$ cat src/rtl/uart_pkg.sv
// Shared UART definitions: FSM encoding, frame geometry and a clog2 helper
// used to size bit-period counters (also intended for a future uart_tx).
package uart_pkg;

    localparam int DATA_BITS   = 8;
    localparam int SYNC_STAGES = 2;

    localparam logic [2:0] ST_IDLE      = 3'd0;
    localparam logic [2:0] ST_START     = 3'd1;
    localparam logic [2:0] ST_DATA      = 3'd2;
    localparam logic [2:0] ST_PARITY    = 3'd3;
    localparam logic [2:0] ST_STOP      = 3'd4;
    localparam logic [2:0] ST_WAIT_IDLE = 3'd5;

    function automatic int clog2(input int value);
        int result;
        int v;
        result = 0;
        v      = value - 1;
        while (v > 0) begin
            result = result + 1;
            v      = v >> 1;
        end
        return result;
    endfunction

endpackage

$ cat src/rtl/uart_rx_sync.sv
// Multi-flop synchroniser for an asynchronous input; resets to 1 so an idle
// (high) serial line never looks like a start bit coming out of reset.
module uart_rx_sync
    import uart_pkg::*;
#(
    parameter int STAGES = SYNC_STAGES
) (
    input  logic clk,
    input  logic rst,
    input  logic d,
    output logic q
);

    logic [STAGES-1:0] sync_q;
    logic [STAGES-1:0] sync_d;

    always_comb begin
        sync_d = {sync_q[STAGES-2:0], d};
    end

    always_ff @(posedge clk or posedge rst) begin
        if (rst) begin
            sync_q <= '1;
        end else begin
            sync_q <= sync_d;
        end
    end

    assign q = sync_q[STAGES-1];

endmodule

$ cat src/rtl/uart_rx.sv
// UART receiver, 8N1 LSB first, mid-bit sampling with a one-byte output buffer.
// Define UART_RX_PARITY_EN to add a parity bit, PARITY_ODD and rx_parity_err.
module uart_rx
    import uart_pkg::*;
#(
    parameter int CLK_HZ   = 50000000,
    parameter int BIT_RATE = 115200
`ifdef UART_RX_PARITY_EN
    ,
    parameter bit PARITY_ODD = 1'b0
`endif
) (
    input  logic       clk,
    input  logic       m_areset,
    input  logic       uart_rxd,
    output logic       rx_valid,
    output logic [7:0] rx_data,
    input  logic       rx_ready,
    output logic       rx_frame_err,
    output logic       rx_overrun
`ifdef UART_RX_PARITY_EN
    ,
    output logic       rx_parity_err
`endif
);

    localparam int CYCLES_PER_BIT = CLK_HZ / BIT_RATE;
    localparam int CNT_W          = clog2(CYCLES_PER_BIT);
    localparam int IDX_W          = clog2(DATA_BITS);

    localparam logic [CNT_W-1:0] CNT_FULL = CNT_W'(CYCLES_PER_BIT - 1);
    localparam logic [CNT_W-1:0] CNT_HALF = CNT_W'(CYCLES_PER_BIT / 2 - 1);
    localparam logic [IDX_W-1:0] IDX_LAST = IDX_W'(DATA_BITS - 1);

    generate
        if (CYCLES_PER_BIT < 4) begin : g_cfg_check
            $error("uart_rx: CLK_HZ/BIT_RATE must be at least 4");
        end
    endgenerate

    logic rxs;

    uart_rx_sync #(.STAGES(SYNC_STAGES)) u_sync (
        .clk (clk),
        .rst (m_areset),
        .d   (uart_rxd),
        .q   (rxs)
    );

    logic [2:0]       state_q, state_d;
    logic [CNT_W-1:0] cnt_q, cnt_d;
    logic [IDX_W-1:0] bit_q, bit_d;
    logic [7:0]       shift_q, shift_d;
    logic             valid_q, valid_d;
    logic [7:0]       data_q, data_d;
    logic             ferr_q, ferr_d;
    logic             ovr_q, ovr_d;
    logic             deliver;
`ifdef UART_RX_PARITY_EN
    logic             par_q, par_d;
    logic             perr_q, perr_d;
`endif

    always_comb begin
        state_d = state_q;
        cnt_d   = cnt_q;
        bit_d   = bit_q;
        shift_d = shift_q;
        ferr_d  = 1'b0;
        deliver = 1'b0;
`ifdef UART_RX_PARITY_EN
        par_d   = par_q;
        perr_d  = 1'b0;
`endif
        case (state_q)
            ST_IDLE: begin
                if (!rxs) begin
                    state_d = ST_START;
                    cnt_d   = '0;
                end
            end
            ST_START: begin
                if (cnt_q == CNT_HALF) begin
                    cnt_d   = '0;
                    bit_d   = '0;
                    state_d = rxs ? ST_IDLE : ST_DATA;
                end else begin
                    cnt_d = cnt_q + CNT_W'(1);
                end
            end
            ST_DATA: begin
                if (cnt_q == CNT_FULL) begin
                    cnt_d          = '0;
                    shift_d[bit_q] = rxs;
                    if (bit_q == IDX_LAST) begin
`ifdef UART_RX_PARITY_EN
                        state_d = ST_PARITY;
`else
                        state_d = ST_STOP;
`endif
                    end else begin
                        bit_d = bit_q + IDX_W'(1);
                    end
                end else begin
                    cnt_d = cnt_q + CNT_W'(1);
                end
            end
`ifdef UART_RX_PARITY_EN
            ST_PARITY: begin
                if (cnt_q == CNT_FULL) begin
                    cnt_d   = '0;
                    par_d   = rxs;
                    state_d = ST_STOP;
                end else begin
                    cnt_d = cnt_q + CNT_W'(1);
                end
            end
`endif
            ST_STOP: begin
                if (cnt_q == CNT_FULL) begin
                    cnt_d = '0;
                    // Returning to IDLE at mid-stop lets a start edge in the
                    // second half of the stop bit begin the next frame.
                    if (rxs) begin
                        state_d = ST_IDLE;
`ifdef UART_RX_PARITY_EN
                        if ((^shift_q ^ par_q) != PARITY_ODD) begin
                            perr_d = 1'b1;
                        end else begin
                            deliver = 1'b1;
                        end
`else
                        deliver = 1'b1;
`endif
                    end else begin
                        ferr_d  = 1'b1;
                        state_d = ST_WAIT_IDLE;
                    end
                end else begin
                    cnt_d = cnt_q + CNT_W'(1);
                end
            end
            ST_WAIT_IDLE: begin
                if (rxs) begin
                    state_d = ST_IDLE;
                end
            end
            default: begin
                state_d = ST_IDLE;
            end
        endcase
    end

    // Output buffer: a delivery may replace a byte being accepted this cycle,
    // otherwise a full buffer drops the new byte and flags an overrun.
    always_comb begin
        valid_d = valid_q;
        data_d  = data_q;
        ovr_d   = 1'b0;
        if (deliver) begin
            if (!valid_q || rx_ready) begin
                valid_d = 1'b1;
                data_d  = shift_q;
            end else begin
                ovr_d = 1'b1;
            end
        end else if (valid_q && rx_ready) begin
            valid_d = 1'b0;
        end
    end

    always_ff @(posedge clk or posedge m_areset) begin
        if (m_areset) begin
            state_q <= ST_IDLE;
            cnt_q   <= '0;
            bit_q   <= '0;
            shift_q <= '0;
            valid_q <= 1'b0;
            data_q  <= '0;
            ferr_q  <= 1'b0;
            ovr_q   <= 1'b0;
`ifdef UART_RX_PARITY_EN
            par_q   <= 1'b0;
            perr_q  <= 1'b0;
`endif
        end else begin
            state_q <= state_d;
            cnt_q   <= cnt_d;
            bit_q   <= bit_d;
            shift_q <= shift_d;
            valid_q <= valid_d;
            data_q  <= data_d;
            ferr_q  <= ferr_d;
            ovr_q   <= ovr_d;
`ifdef UART_RX_PARITY_EN
            par_q   <= par_d;
            perr_q  <= perr_d;
`endif
        end
    end

    assign rx_valid     = valid_q;
    assign rx_data      = data_q;
    assign rx_frame_err = ferr_q;
    assign rx_overrun   = ovr_q;
`ifdef UART_RX_PARITY_EN
    assign rx_parity_err = perr_q;
`endif

endmodule

$ cat config.mk
export PLATFORM = sky130hd
export DESIGN_NAME = uart_rx
export DESIGN_NICKNAME = d
export VERILOG_FILES = /design/src/rtl/uart_pkg.sv /design/src/rtl/uart_rx_sync.sv /design/src/rtl/uart_rx.sv
export SDC_FILE = /design/constraint.sdc
export NUM_CORES = 1
export LEC_CHECK = 0
export BUFFER_PORTS_ARGS = -buffer_cell sky130_fd_sc_hd__clkbuf_2
export CAP_MARGIN = 20
export CORE_ASPECT_RATIO = 0.5
export CORE_MARGIN = 3
export CORE_UTILIZATION = 45
export CTS_CLUSTER_SIZE = 12
export DETAILED_ROUTE_END_ITERATION = 12
export GPL_TIMING_DRIVEN = 0
export MAX_ROUTING_LAYER = met4
export PLACE_DENSITY = 0.71
export RECOVER_POWER = 25
export SYNTH_ARGS = -nofsm -noshare
export SYNTH_HDL_FRONTEND = slang
export SYNTH_SLANG_ARGS = --single-unit
$ cat constraint.sdc
create_clock -name clk -period 2.6 [get_ports clk]
set_input_delay 0.13 -clock clk [delete_from_list [all_inputs] [get_ports clk]]
set_output_delay 0.13 -clock clk [all_outputs]
set_load 0.02 [all_outputs]
======== Word level (Yosys, flattened, before mapping) ========
Index checks and enable logic that the tools add are counted.
W data, S select, Z words.
word-level totals
  output and inout port bits .............. 11
  input port bits ......................... 4
  register bits ........................... 36
operators by class
  magnitude comparators ................... 2
  reduce and logical (&&, ||, !) cells .... 15
  equality and inequality tests ........... 15
  $add $sub $neg .......................... 2
  muxes and demuxes ....................... 31
operators with widths
  cell                   count
  $mux W3                10
  $mux W9                3
  $pmux W9 S3            1
  $pmux W3 S5            1
  $mux W1                12
  $ne A2 B2 Y1 const B   6
  $add A9 B1 Y9 const B  1
  $eq A3 B3 Y1 const B   3
  $eq A9 B8 Y1 const B   1
  $eq A9 B9 Y1 const B   1
  $bwmux W8              1
  $reduce_and A2 Y1      4
  $pmux W3 S2            1
  $reduce_and A6 Y1      1
  $lt A3 B4 Y1 const B   1
  $ne A2 B1 Y1 const B   2
  $reduce_and A4 Y1      1
  $reduce_bool A2 Y1     2
  $add A3 B1 Y3 const B  1
  $demux W1 S3           1
  $eq A3 B1 Y1 const B   1
  $eq A3 B2 Y1 const B   1
  $ge A3 B1 Y1 const B   1
  $logic_not A3 Y1       1
  6 further kinds        7

======== Logic depth before layout (Yosys ltp) ========
  word-level depth ........................ 5
  gate-level depth with buffers ........... 7
  gate-level depth less buffers ........... 6

======== Cells and area by module ========
Synthesis repeated with hierarchy kept, for this count alone.
unflattened totals
  cell total of the unflattened synthesis .. 169
  area total of the unflattened synthesis .. 1,885.6 um2
modules (own cells, without submodules)
  module        times used  area an instance (um2)  cells each
  uart_rx       1           1,829.3                 166
  uart_rx_sync  1           56.3                    3

======== Worst setup path after synthesis ========
Ideal clock, no wire load.
  kind .................................... register -> register
  start point ............................. register cnt_q[1]
  end point ............................... register shift_q[0]
  period minus slack after synthesis ...... 1.877 ns
  data required time ...................... 2.472 ns
  stages on the path, launching flop included .. 7
  arrival time ............................ 1.750 ns
  library setup time ...................... 0.128 ns
  path buffers ............................ 0
  path slack .............................. 0.723 ns
  cell sequence ........................... dfrtp_1 > inv_1 > ha_1 > nand4b_4 > nor4_4 > nor4b_2 > mux2_1
between the ends
  cells in the longest elaborated chain, start to end .. 2
ends and longest elaborated chain
  element                      RTL line        RTL
  from (decl)                  uart_rx.sv:51   logic [CNT_W-1:0] cnt_q, cnt_d;
  from (signal assigned)       uart_rx.sv:188  cnt_q <= cnt_d;
  $eq A9 B9 Y1                 uart_rx.sv:92   if (cnt_q == CNT_FULL) begin
  $reduce_and A2 Y1 (no line)  --
  to (signal assigned)         uart_rx.sv:190  shift_q <= shift_d;
  to (decl)                    uart_rx.sv:53   logic [7:0] shift_q, shift_d;
Every way passes these cells.
A chain may end at the register's enable or synchronous reset.

======== Worst setup path in the final report ========
Ends and elaborated chain as after synthesis.

==> insert_results.sql <==
INSERT INTO impl_metrics (metric_group, metric, value, unit) VALUES
('run_status', 'status', 'completed', ''),
('timing', 'post_layout_minimum_cycle_time', '2.10', 'ns'),
('timing', 'max_slew_margin', '58.3', '%'),
('drt', 'detail_route.wirelength', '3570', 'um'),
('setup_path', 'timing.critical_path.from_type', 'flop', ''),
('floorplan', 'placement_rows', '15', ''),
('floorplan', 'die_y', '51.8', 'um'),
('clock_network', 'postCtsSetupBuffers', '0', ''),
('global_routing', 'grt_first_pass_wirelength', '6370', 'um'),
('drt', 'drtAntennaViolNets', '0', ''),
('synthesis', 'synth-async-reset-ratio', '100', '%'),
('synthesis', 'synthesis.instances', '171', ''),
('synthesis', 'seq_area_frac_synth', '47.8', '%'),
('placement', 'gp_routability_congestion', '0.887', ''),
('placement', 'placedInstanceArea', '2050', 'um2'),
('setup_path', 'path_max_fanout', '8', ''),
('pwr', 'pwr_density_cell', '499', 'nW/um2'),
('pwr', 'ir_drop', '0.000255', 'V'),
('global_routing', 'grtUsageMet3', '5.62', '%'),
('clock_network', 'clock_insertion_delay_worst_skew', '0.30', 'ns'),
('global_routing', 'grtUsageMet2', '27.4', '%'),
('global_routing', 'grt_antenna_before_repair', '0', ''),
('global_routing', 'grt.busiest_layer', 'met2', ''),
('global_routing', 'first_global_vias', '1366', ''),
('timing', 'tightest_slew', '0.625', 'ns'),
('clock_network', 'clockBufferDepth', '2', ''),
('cells_and_area', 'final_design_area_no_fill', '2170', 'um2'),
('timing', 'period_share', '80.6', '%'),
('setup_path', 'critical_path_class', 'reg2reg', ''),
('global_routing', 'grt_util_all_layers', '16.6', '%'),
('clock_network', 'cts_buffers', '5', ''),
('placement', 'io_buffer_count', '14', ''),
('setup_path', 'timing.critical_path.required', '2.78', 'ns'),
('drt', 'via_per_inst', '5.49', ''),
('clock_network', 'clock_tree.root_cell', 'sky130_fd_sc_hd__clkbuf_8', ''),
('run', 'drv.max_cap_violation_count', '0', ''),
('synthesis', 'synth-seq-cells', '36', ''),
('cells_and_area', 'post_layout_nonfiller_instances', '247', ''),
('setup_path', 'critical_path.endpoint_type', 'flop', ''),
('synthesis', 'synth_area_per_cell', '11.0', 'um2'),
('setup_path', 'slowest_stage_delay_cp', '0.46', 'ns'),
('cells_and_area', 'post_layout_utilization_of_the_core', '58.4', '%'),
('drt', 'drt_first_pass_iters', '4', ''),
('clock_network', 'cts.sinks', '36', ''),
('cells_and_area', 'number_of_diodes', '0', ''),
('timing', 'final.setup_skew', '0.00786', 'ns'),
('floorplan', 'die_w', '97.6', 'um'),
('timing', 'grt_setup_unrepaired', 'no', ''),
('cells_and_area', 'nNetsFinal', '204', ''),
('clock_network', 'ctsHtreeMaxLevel', '2', ''),
('hold_path', 'min_path_cells', '3', ''),
('drt', 'routed_wire_per_std_cell', '14.5', 'um'),
('hold_path', 'min_path_type', 'in2reg', ''),
('floorplan', 'pin_count', '15', ''),
('setup_path', 'cpMaxStageDelayCell', 'sky130_fd_sc_hd__nor4_4', ''),
('clock_network', 'clock_slew_at_the_register_clock_pins_of_the_worst_setup_and_hold_paths', '0.07', 'ns'),
('placement', 'post-dp-hpwl', '2450', 'um'),
('drt', 'initialDrtViolationCount', '88', ''),
('pwr', 'p_leak', '1.00', 'nW'),
('synthesis', 'syn-num-nets', '180', ''),
('floorplan', 'effective_utilization_at_floorplan', '50.8', '%'),
('timing', 'hold_viol_final', '0', ''),
('synthesis', 'synth_edf_count', '0', ''),
('timing', 'finalSetupTns', '0', 'ns'),
('cells_and_area', 'syn2layout_area_growth', '14.9', '%'),
('setup_path', 'sequence_of_cells_on_the_critical_path', 'inv_1 > ha_1 > nand4b_4 > nor4_4 > nor4b_2 > mux2_1', ''),
('cells_and_area', 'drive_above_1_share', '18.9', '%'),
('timing', 'slew_viol_final', '0', ''),
('setup_path', 'critical_path_arrival', '2.28', 'ns'),
('floorplan', 'die_area', '5060', 'um2'),
('drt', 'drt_drc_violations_left', '0', ''),
('placement', 'total_placed_cells_including_tap_cells', '237', ''),
('clock_network', 'clock_tree_from_tritoncts', 'built', ''),
('synthesis', 'ys_types', '43', ''),
('global_routing', 'grt_start_max_net_pins', '25', ''),
('synthesis', 'syn-cell-area', '1890', 'um2'),
('drt', 'vias', '1355', ''),
('global_routing', 'globalRoute.totalOverflow', '0', ''),
('setup_path', 'worstRegToRegCells', '6', ''),
('synthesis', 'synth_top_flop_cell', 'sky130_fd_sc_hd__dfrtp_1', ''),
('global_routing', 'gr-usage-met1', '19.4', '%'),
('timing', 'max_clock_freq', '0.477', 'GHz'),
('synthesis', 'synth.yosys.warnings', '0', ''),
('floorplan', 'floorplan.core_area', '3720', 'um2'),
('timing', 'timing.final.setup_violations', '0', '');
==> logic make-up after synthesis <==
family                     after synthesis  synth area share [%]
adders and majority gates                5                  3.31
buffers and inverters                   14                  3.25
and+or+nand+nor                         71                  24.9
DFF                                     36                  47.8
xor gates and xnor gates                 3                  1.39
muxes                                   19                  11.2
AOI/OAI and AO/OA                       23                  8.15
==> timing repair <==
| item | CTS | global route |
|---|---|---|
| endpoints found under the hold margin | 11 | 0 |
| gates resized for setup | 0 | 0 |
| hold buffers | 2 | 0 |
| endpoints found under the setup margin | 0 | 0 |
==> flip-flops by register name, summed over array words and instances, names as in the netlist <==
register / cells
u_sync.sync_q: 2
bit_q: 3
cnt_q: 9
rx_overrun: 1
rx_valid: 1
rx_data: 8
rx_frame_err: 1
state_q: 3
shift_q: 8
==> placed cells by master, fill, tap and decap left out, types with 2 or more instances in the layout <==
| master | synthesis | layout |
|---|---|---|
| sky130_fd_sc_hd__o21ai_0 | 3 | 3 |
| sky130_fd_sc_hd__clkbuf_2 | 0 | 8 |
| sky130_fd_sc_hd__dfstp_2 | 2 | 2 |
| sky130_fd_sc_hd__o21ai_1 | 9 | 9 |
| sky130_fd_sc_hd__dlygate4sd3_1 | 0 | 2 |
| sky130_fd_sc_hd__o21a_1 | 2 | 2 |
| sky130_fd_sc_hd__or2_1 | 2 | 2 |
| sky130_fd_sc_hd__nand3_1 | 5 | 5 |
| sky130_fd_sc_hd__nor4b_2 | 3 | 3 |
| sky130_fd_sc_hd__nor2_1 | 9 | 9 |
| sky130_fd_sc_hd__nor3b_1 | 2 | 2 |
| sky130_fd_sc_hd__inv_1 | 6 | 6 |
| sky130_fd_sc_hd__nand4_1 | 5 | 5 |
| sky130_fd_sc_hd__clkbuf_1 | 1 | 8 |
| sky130_fd_sc_hd__mux2i_1 | 2 | 2 |
| sky130_fd_sc_hd__xnor2_1 | 3 | 3 |
| sky130_fd_sc_hd__nand2b_1 | 3 | 3 |
| sky130_fd_sc_hd__ha_1 | 5 | 5 |
| sky130_fd_sc_hd__nor3_1 | 4 | 4 |
| sky130_fd_sc_hd__mux2_1 | 17 | 17 |
| sky130_fd_sc_hd__clkbuf_8 | 0 | 5 |
| sky130_fd_sc_hd__buf_2 | 7 | 7 |
| sky130_fd_sc_hd__nor2b_1 | 3 | 3 |
| sky130_fd_sc_hd__o22ai_1 | 2 | 2 |
| sky130_fd_sc_hd__dfrtp_1 | 34 | 34 |
| sky130_fd_sc_hd__nand2_1 | 21 | 21 |
| sky130_fd_sc_hd__and4b_1 | 2 | 2 |
==> metrics by stage <==
step | setup slack [ns] | hold WS [ns] | total power, mW
after global placement | 0.545 | 0.226 | 0.591
after floorplan | 0.723 | 0.134 | 0.585
after global routing | 0.345 | 0.148 | 1.12
final | 0.503 | 0.126 | 1.08
after CTS | 0.525 | 0.131 | 1.09
after detailed placement | 0.522 | 0.214 | 0.597
==> layer usage <==
layer / up-vias / part of all wire (%)
met2: 20 / 46
li1: 664 / -
met5: - / 0
met3: 9 / 4.2
met1: 662 / 48
met4: 0 / 1.6
==> cell type report <==
class                           instances  area [um2]
Sequential cell                        36         903
Multi-Input combinational cell        121         923
Clock buffer                            6        72.6
Buffer                                  8        38.8
Timing Repair Buffer                   17         110
Inverter                                6        22.5
Fill cell                             308        1550
Clock inverter                          2        35.0
Tap cell                               51        63.8
==> cell usage after synthesis (2+ instances only) <==
library cell,count,area share (%)
sky130_fd_sc_hd__dfrtp_1,34,45
sky130_fd_sc_hd__nand2_1,21,4.2
sky130_fd_sc_hd__mux2_1,17,10
sky130_fd_sc_hd__nor2_1,9,1.8
sky130_fd_sc_hd__o21ai_1,9,2.4
sky130_fd_sc_hd__buf_2,7,1.9
sky130_fd_sc_hd__inv_1,6,1.2
sky130_fd_sc_hd__ha_1,5,3.3
sky130_fd_sc_hd__nand3_1,5,1.3
sky130_fd_sc_hd__nand4_1,5,1.7
sky130_fd_sc_hd__nor3_1,4,1.1
sky130_fd_sc_hd__nand2b_1,3,0.99
sky130_fd_sc_hd__nor2b_1,3,0.99
sky130_fd_sc_hd__nor4b_2,3,2.4
sky130_fd_sc_hd__o21ai_0,3,0.79
sky130_fd_sc_hd__xnor2_1,3,1.4
sky130_fd_sc_hd__and4b_1,2,1.1
sky130_fd_sc_hd__dfstp_2,2,2.8
sky130_fd_sc_hd__mux2i_1,2,1.1
sky130_fd_sc_hd__nor3b_1,2,0.79
sky130_fd_sc_hd__o21a_1,2,0.79
sky130_fd_sc_hd__o22ai_1,2,0.66
sky130_fd_sc_hd__or2_1,2,0.66
==> power breakdown <==
group	internal (mW)	switching [mW]	leakage [nW]
combinational	0.00893	0.0150	0.468
sequential	0.562	0.00130	0.481
clock	0.285	0.210	0.0552
==> critical path, delay by kind of cell, from the launching register on <==
family | cells | cell delay (ns)
adders and majority gates | 1 | 0.22
and+or+nand+nor | 3 | 0.92
muxes | 1 | 0.34
DFF | 1 | 0.42
buffers and inverters | 1 | 0.09
==> worst paths after layout <==
path	from	to	slack [ns]
max in group asynchronous	m_areset	state_q[2]	1.64
min	rx_ready	rx_overrun	0.13
max	cnt_q[1]	shift_q[0]	0.50
min in group asynchronous	m_areset	cnt_q[7]	0.44
max reg2reg	cnt_q[1]	shift_q[0]	0.50
min reg2reg	u_sync.sync_q[0]	u_sync.sync_q[1]	0.36
Power figures use the tool's default switching activity.
